==> src/rtl/shift_or_pkg.sv <==
// Shared constants and mode decoding for the shift-OR pipeline.
package shift_or_pkg;

  localparam int unsigned MODE_SHL = 0;
  localparam int unsigned MODE_SHR = 1;
  localparam int unsigned MODE_ROL = 2;
  localparam int unsigned CNT_W    = 16;

  typedef enum logic [1:0] {
    OP_SHL,
    OP_SHR,
    OP_ROL
  } op_e;

  // Unknown mode values fall back to shift left.
  function automatic op_e decode_mode(int unsigned mode);
    case (mode)
      MODE_SHR: return OP_SHR;
      MODE_ROL: return OP_ROL;
      default:  return OP_SHL;
    endcase
  endfunction

endpackage

==> src/rtl/shift_or_stage.sv <==
// Combinational stage: y = x | op(x), op a constant shift or rotate.
module shift_or_stage
  import shift_or_pkg::*;
#(
  parameter int unsigned WIDTH = 2,
  parameter int unsigned SHIFT = 1,
  parameter int unsigned MODE  = 0
) (
  input  logic [WIDTH-1:0] x,
  output logic [WIDTH-1:0] y
);

  localparam op_e         OP  = decode_mode(MODE);
  localparam int unsigned ROT = SHIFT % WIDTH;

  logic [WIDTH-1:0] op;

  // Shifts of WIDTH or more contribute nothing; rotation by 0 is identity.
  always_comb begin
    op = '0;
    case (OP)
      OP_SHR:  op = (SHIFT >= WIDTH) ? '0 : (x >> SHIFT);
      OP_ROL:  op = (x << ROT) | (x >> (WIDTH - ROT));
      default: op = (SHIFT >= WIDTH) ? '0 : (x << SHIFT);
    endcase
    y = x | op;
  end

endmodule

==> src/rtl/shift_or_pipe.sv <==
// Stalling shift-OR pipeline with a sticky first-nonzero-output detector.
module shift_or_pipe
  import shift_or_pkg::*;
#(
  parameter int unsigned WIDTH  = 2,
  parameter int unsigned SHIFT  = 1,
  parameter int unsigned STAGES = 2,
  parameter int unsigned MODE   = 0
) (
  input  logic              clk,
  input  logic              rst,
  input  logic              in_valid,
  output logic              in_ready,
  input  logic [WIDTH-1:0]  in_data,
  output logic              out_valid,
  input  logic              out_ready,
  output logic [WIDTH-1:0]  out_data,
  output logic              hit,
  output logic [CNT_W-1:0]  hit_count
);

  logic [WIDTH-1:0]  data_q   [STAGES];
  logic [WIDTH-1:0]  data_d   [STAGES];
  logic [WIDTH-1:0]  stage_in [STAGES];
  logic [STAGES-1:0] vld_q;
  logic [STAGES-1:0] vld_d;
  logic              advance;

  for (genvar i = 0; i < STAGES; i++) begin : g_stage
    if (i == 0) begin : g_head
      assign stage_in[i] = in_data;
      assign vld_d[i]    = in_valid;
    end else begin : g_body
      assign stage_in[i] = data_q[i-1];
      assign vld_d[i]    = vld_q[i-1];
    end

    shift_or_stage #(
      .WIDTH (WIDTH),
      .SHIFT (SHIFT),
      .MODE  (MODE)
    ) u_stage (
      .x (stage_in[i]),
      .y (data_d[i])
    );
  end

  assign out_valid = vld_q[STAGES-1];
  assign out_data  = data_q[STAGES-1];
  assign advance   = !out_valid || out_ready;
  // Reset empties the pipe, so accepting during reset is harmless.
  assign in_ready  = advance || rst;

  always_ff @(posedge clk) begin
    if (rst) begin
      vld_q <= '0;
      for (int unsigned i = 0; i < STAGES; i++) data_q[i] <= '0;
    end else if (advance) begin
      vld_q <= vld_d;
      for (int unsigned i = 0; i < STAGES; i++) data_q[i] <= data_d[i];
    end
  end

  logic [CNT_W-1:0] cyc_q, cyc_d;
  logic [CNT_W-1:0] hit_count_q, hit_count_d;
  logic             hit_q, hit_d;
  logic             xfer;

  assign xfer = out_valid && out_ready;

  always_comb begin
    cyc_d       = cyc_q;
    hit_d       = hit_q;
    hit_count_d = hit_count_q;
    if (!hit_q && (cyc_q != '1)) cyc_d = cyc_q + 1'b1;
    if (!hit_q && xfer && (out_data != '0)) begin
      hit_d       = 1'b1;
      hit_count_d = cyc_q;
    end
  end

  always_ff @(posedge clk) begin
    if (rst) begin
      cyc_q       <= '0;
      hit_q       <= 1'b0;
      hit_count_q <= '0;
    end else begin
      cyc_q       <= cyc_d;
      hit_q       <= hit_d;
      hit_count_q <= hit_count_d;
    end
  end

  assign hit       = hit_q;
  assign hit_count = hit_count_q;

endmodule

==> config.mk <==
export PLATFORM = sky130hd
export DESIGN_NAME = shift_or_pipe
export DESIGN_NICKNAME = d
export VERILOG_FILES = /design/src/rtl/shift_or_pkg.sv /design/src/rtl/shift_or_stage.sv /design/src/rtl/shift_or_pipe.sv
export SDC_FILE = /design/constraint.sdc
export NUM_CORES = 1
export LEC_CHECK = 0
export ABC_AREA = 1
export BUFFER_PORTS_ARGS = -buffer_cell sky130_fd_sc_hd__buf_2
export CAP_MARGIN = 40
export CELL_PAD_IN_SITES_DETAIL_PLACEMENT = 0
export CELL_PAD_IN_SITES_GLOBAL_PLACEMENT = 1
export CORE_MARGIN = 2
export CORE_UTILIZATION = 36
export DETAILED_ROUTE_END_ITERATION = 12
export PLACE_DENSITY_LB_ADDON = 0.08
export SYNTH_ARGS = -nofsm -noshare
export SYNTH_HDL_FRONTEND = slang
export SYNTH_SLANG_ARGS = --single-unit
==> constraint.sdc <==
create_clock -name clk -period 1.38 [get_ports clk]
set_input_delay 0.276 -clock clk [delete_from_list [all_inputs] [get_ports clk]]
set_output_delay 0.276 -clock clk [all_outputs]
set_load 0.02 [all_outputs]
# Yosys cells after proc, flatten, opt, wreduce, memory -nomap -nowiden
# Memory sizes are Yosys's and may differ from the RTL's.
# Cells that the tools add are included.
[totals]
word_cells = 27
input_bits = 6
memories = 1
reg_bits = 35
ram_bits = 4
out_inout_bits = 21
[op_classes]
n_eq_ne = 1
mux = 7
bitwise = 4
add_sub_neg = 1
n_reduce_logical = 9
[mem_list]
columns = ["memory", "words", "width", "read_ports", "rd_clocked_by_memory_dff", "wr", "line_no", "text"]
rows = [
  ["data_q", 2, 2, 2, 0, 2, "shift_or_pipe.sv:22", "logic [WIDTH-1:0] data_q [STAGES];"],
]
[op_table]
columns = ["operator", "n"]
rows = [
  ["$add A16 B1 Y16 const B", 1],
  ["$ne A16 B16 Y1 const B", 1],
  ["$mux W1", 5],
  ["$logic_and A1 B1 Y1", 4],
  ["$mux W2", 2],
  ["$or A2 B2 Y2", 2],
  ["$logic_not A1 Y1", 2],
  ["$logic_or A1 B1 Y1", 2],
  ["$or A1 B1 Y1", 2],
  ["$reduce_bool A2 Y1", 1],
]

# Depth between registers and ports, before layout
[depth]
word_depth = 6
mapped_depth = 9
depth_no_buf = 9

# Hierarchy
# Synthesis repeated with hierarchy kept, for this count alone.
[hier_totals]
hier_cells = 249
hier_area_um2 = 1805.5
[by_module_without_submodules]
columns = ["module", "cells_each", "instances", "seq_area_each_um2", "area_per_inst_um2"]
rows = [
  ["shift_or_pipe", 241, 1, 820.8, 1767.9],
  ["shift_or_stage", 4, 2, 0.0, 18.8],
]

# Least setup slack after synthesis
# No wires, ideal clock.
[synth_path]
kind = "reg2reg"
start = "reg cyc_q[1]"
end = "reg cyc_q[14]"
path_slack_ns = -0.012
arrival_ns = 1.279
required_time_ns = 1.267
path_stages_with_launch = 9
synth_period_minus_slack_ns = 1.392
setup_ns = 0.113
cell_sequence = "dfxtp_1 ha_1 inv_1 nor2_1 nand2_1 nor3_1 nand3_1 nand2_1 nor2_1"
[synth_via]
elab_chain_len = 2
elab_cells_between_ends = 3
classes_between = "1 x add/sub; 1 x eq/ne; 1 x reduce/logical"
[synth_lines]
columns = ["element", "line_no", "text"]
rows = [
  ["start: declaration", "shift_or_pipe.sv:64", "logic [CNT_W-1:0] cyc_q, cyc_d;"],
  ["start signal: assignment", "shift_or_pipe.sv:88", "cyc_q <= cyc_d;"],
  ["parallel branches: the longest is 2 deep, another holds $add A16 B1 Y16", "n/a", ""],
]
# Parallel ways; which one is timed is not known.
# A chain may end at the register's enable or synchronous reset.

# Worst setup path in the final report
[layout_path]
start = "reg cyc_q[0]"
end = "reg cyc_q[4]"
# Same word-level chain as after synthesis.

==> impl_metrics.yaml <==
global_routing:
  grt_start_max_net_pins: 18
  antenna_found_initial: 0
  met3_usage: 0.0420
  met2_usage: 0.264
  grtUsageTotal: 0.171
  grt_pass1_wl_mm: 7.14
  grt_pass1_vias: 1530
  met1_usage: 0.232
  grt.overflow.total: 0
  grt-busiest-layer: "met2"
cells_and_area:
  fill_cells: 504
  diodes: 0
  syn_to_final_growth_pct: 38.6
  instances_no_fill: 379
  layout-drive-gt1-share: 0.369
  fin_nets: 318
worst_hold_path:
  hold-path-endpoint: "cyc_q[12]$_SDFFE_PP0P_"
  holdCritPathClass: "in2reg"
  min_from: "rst"
  whs_path_depth: 2
yosys:
  ys_warn_count: 0
  synth_edf_count: 4
  yosysTopAreaCellShare: 0.391
  avgSynthCellArea_um2: 7.13
  synth_area_leaders: "dfxtp_1, nor2_1, nand2_1"
  synthTopCellsByCount: "nor2_1, nand2_1, dfxtp_1, inv_1, o21ai_0"
  async_flop_share: 0
  yosysTopAreaCell: "dfxtp_1"
  ys.flop_type: "dfxtp_1"
  syn_nets: 258
  synthCells: 251
  ys_types: 23
  synth_most_common_cell: "nor2_1"
  ys_seq_elements: 39
  syn-cell-area_um2: 1790
  seq_area_frac_synth: 0.458
sta:
  fin_crit_sh: 0.971
  hold_violations: 0
  hold_ws_ps: 181
  period_needed_ps: 1340
  tightest_slew_ps: 271
  rsz0062_at_grt: "yes"
  fin_tns_setup_ps: 0
  fin_skew_ps: 5.81
  fmaxAchievable_mhz: 746
  drv_slew: 0
  setup_ws_ps: 39.8
  relSlewSlack: 0.819
  setup-violations-final: 0
placed_design:
  placed_cells: 367
  port_buffers: 26
  hpwl_mm: 3.17
  dp_slack_ps: 10.4
  gp_congestion: 0.812
routing:
  drt_iter0_drc: 86
  ant_nets: 0
  wirelength_mm: 4.61
  drtPass1Iterations: 4
  vias: 1758
  wl_per_cell_um: 12.2
  remaining_drc_errors: 0
  vias_per_cell: 4.64
pwr:
  finalPower_mw: 2.56
  p_per_area_nw_per_um2: 1030
  power_switching_mw: 0.565
  p_int_mw: 1.99
  leakagePower_nw: 1.19
  pwr-share-comb: 0.082
  vdd_drop_max_mv: 0.450
  switching_share: 0.221
  power_frac_clock: 0.446
  pwr-share-seq: 0.472
setup_path:
  cp_cell_sequence: "ha_4 > nand2_2 > nor2_4 > nand3_4 > a21oi_2 > nor2_1"
  timing.rr.start: "cyc_q[0]$_SDFFE_PP0P_"
  r2r_end: "cyc_q[4]$_SDFFE_PP0P_"
  required_ps: 1570
  cp.buffers_inverters: 0
  startpoint_type: "flip-flop"
  cpPeakStageDelay_ps: 360
  cp_max_fo: 8
  critical_path.top_delay_family: "simple AND/OR/NAND/NOR gates"
  critPathKind: "reg2reg"
  worstPathArrival_ps: 1530
  end_kind: "flip-flop"
  reg2regPathDepth: 6
  timing.reg2reg.setup_slack_ps: 40
  slowest_stage: "dfxtp_2"
clock_tree:
  root_buffer: "clkbuf_8"
  cts_buffers: 5
  cts.sinks: 39
  ctsHoldBuffers: 0
  clockBufferDepth: 2
  path_clk_slew_ps: 80
  worst_skew_pair.late_latency_ps: 300
  htreeDepth: 2
  tritoncts: "done"
job:
  max-cap-violations: 0
floorplanning:
  io_pins: 27
  die-area_um2: 5550
  dieHeight_um: 74.5
  core_area_um2: 4750
  rows: 25
  initial_core_util: 0.377
  die_w_um: 74.5
run_status:
  status: "completed"
cell families (layout without fill, tap and decap cells):
family	after synthesis	after routing	share of synthesized area
and+or+nand+nor	139	142	0.333
DFF	39	39	0.458
AOI/OAI and AO/OA	37	37	0.112
buffers and inverters	35	93	0.0894
adders and majority gates	1	1	0.00699
power groups by stage:
stage	logic, mW	clock network, mW	registers [mW]
after detailed placement	0.198	0	1.23
after global routing	0.240	1.20	1.21
after CTS	0.201	1.16	1.20
after global placement	0.200	0	1.23
final	0.210	1.14	1.21
after floorplan	0.0993	0	1.25
placed cells by master (no fill, tap or decap), types with 2 or more instances in the layout:
master,n
bufinv_16,2
nand2_1,34
nor2_1,61
dfxtp_2,9
a21oi_2,6
nand2_4,2
nand3_1,15
buf_6,2
buf_2,26
nor2_2,8
nand2_2,6
inv_2,4
nand3_4,2
dfxtp_1,26
inv_1,23
o21ai_0,5
nand4_1,3
a21oi_1,11
nor2_4,3
o21ai_1,14
clkbuf_8,5
nand3_2,6
buf_4,29
edfxtp_1,4
through the flow:
step	cell area, um2	utilization
after floorplan	1800	-
after CTS	2340	0.491
after global routing	2480	0.522
after global placement	2200	0.462
after detailed placement	2200	0.462
final	2480	0.522
what timing repair did:
item	4_1_cts	5_1_grt
gates cloned	0	3
setup endpoints to repair	1	31
buffers inserted	0	1
pin swaps	0	11
resized for setup	2	53
worst max-delay path by stage:
stage                                     startpoint                          to  slack (ps)  depth (start not counted)
final                          cyc_q[0]$_SDFFE_PP0P_       cyc_q[4]$_SDFFE_PP0P_          40                          6
after global routing           cyc_q[0]$_SDFFE_PP0P_       cyc_q[4]$_SDFFE_PP0P_         -40                          6
after CTS                      cyc_q[4]$_SDFFE_PP0P_       cyc_q[7]$_SDFFE_PP0P_          10                          7
after detailed placement  data_q[0][3]$_SDFFCE_PN0P_  hit_count[12]$_SDFFE_PP0P_          10                          6
after global placement         cyc_q[2]$_SDFFE_PP0P_      cyc_q[11]$_SDFFE_PP0P_          20                          7
after floorplan                cyc_q[1]$_SDFFE_PP0P_       cyc_q[8]$_SDFFE_PP0P_          30                          8
registers in the layout, summed over array words and instances (netlist names):
name / cells
cyc_q: 16
hit_count: 16
data_q: 4
vld_q: 2
hit: 1
layer usage:
layer  vias to the layer above  part of all wire
li1                        924                 -
met4                         0             0.014
met3                         7             0.028
met5                         -                 0
met1                       802              0.50
met2                        25              0.45
layout make-up:
| cell class | count | area (um2) | area share |
|---|---|---|---|
| clock inverters | 2 | 60.1 | 0.0242 |
| clock buffers | 6 | 72.6 | 0.0292 |
| multi-input cells | 180 | 942 | 0.380 |
| well taps | 67 | 83.8 | 0.0338 |
| repair buffers | 58 | 390 | 0.157 |
| flip-flops and latches | 39 | 832 | 0.335 |
| inverters | 27 | 101 | 0.0408 |
No activity file was read; power rests on OpenSTA's default activity.
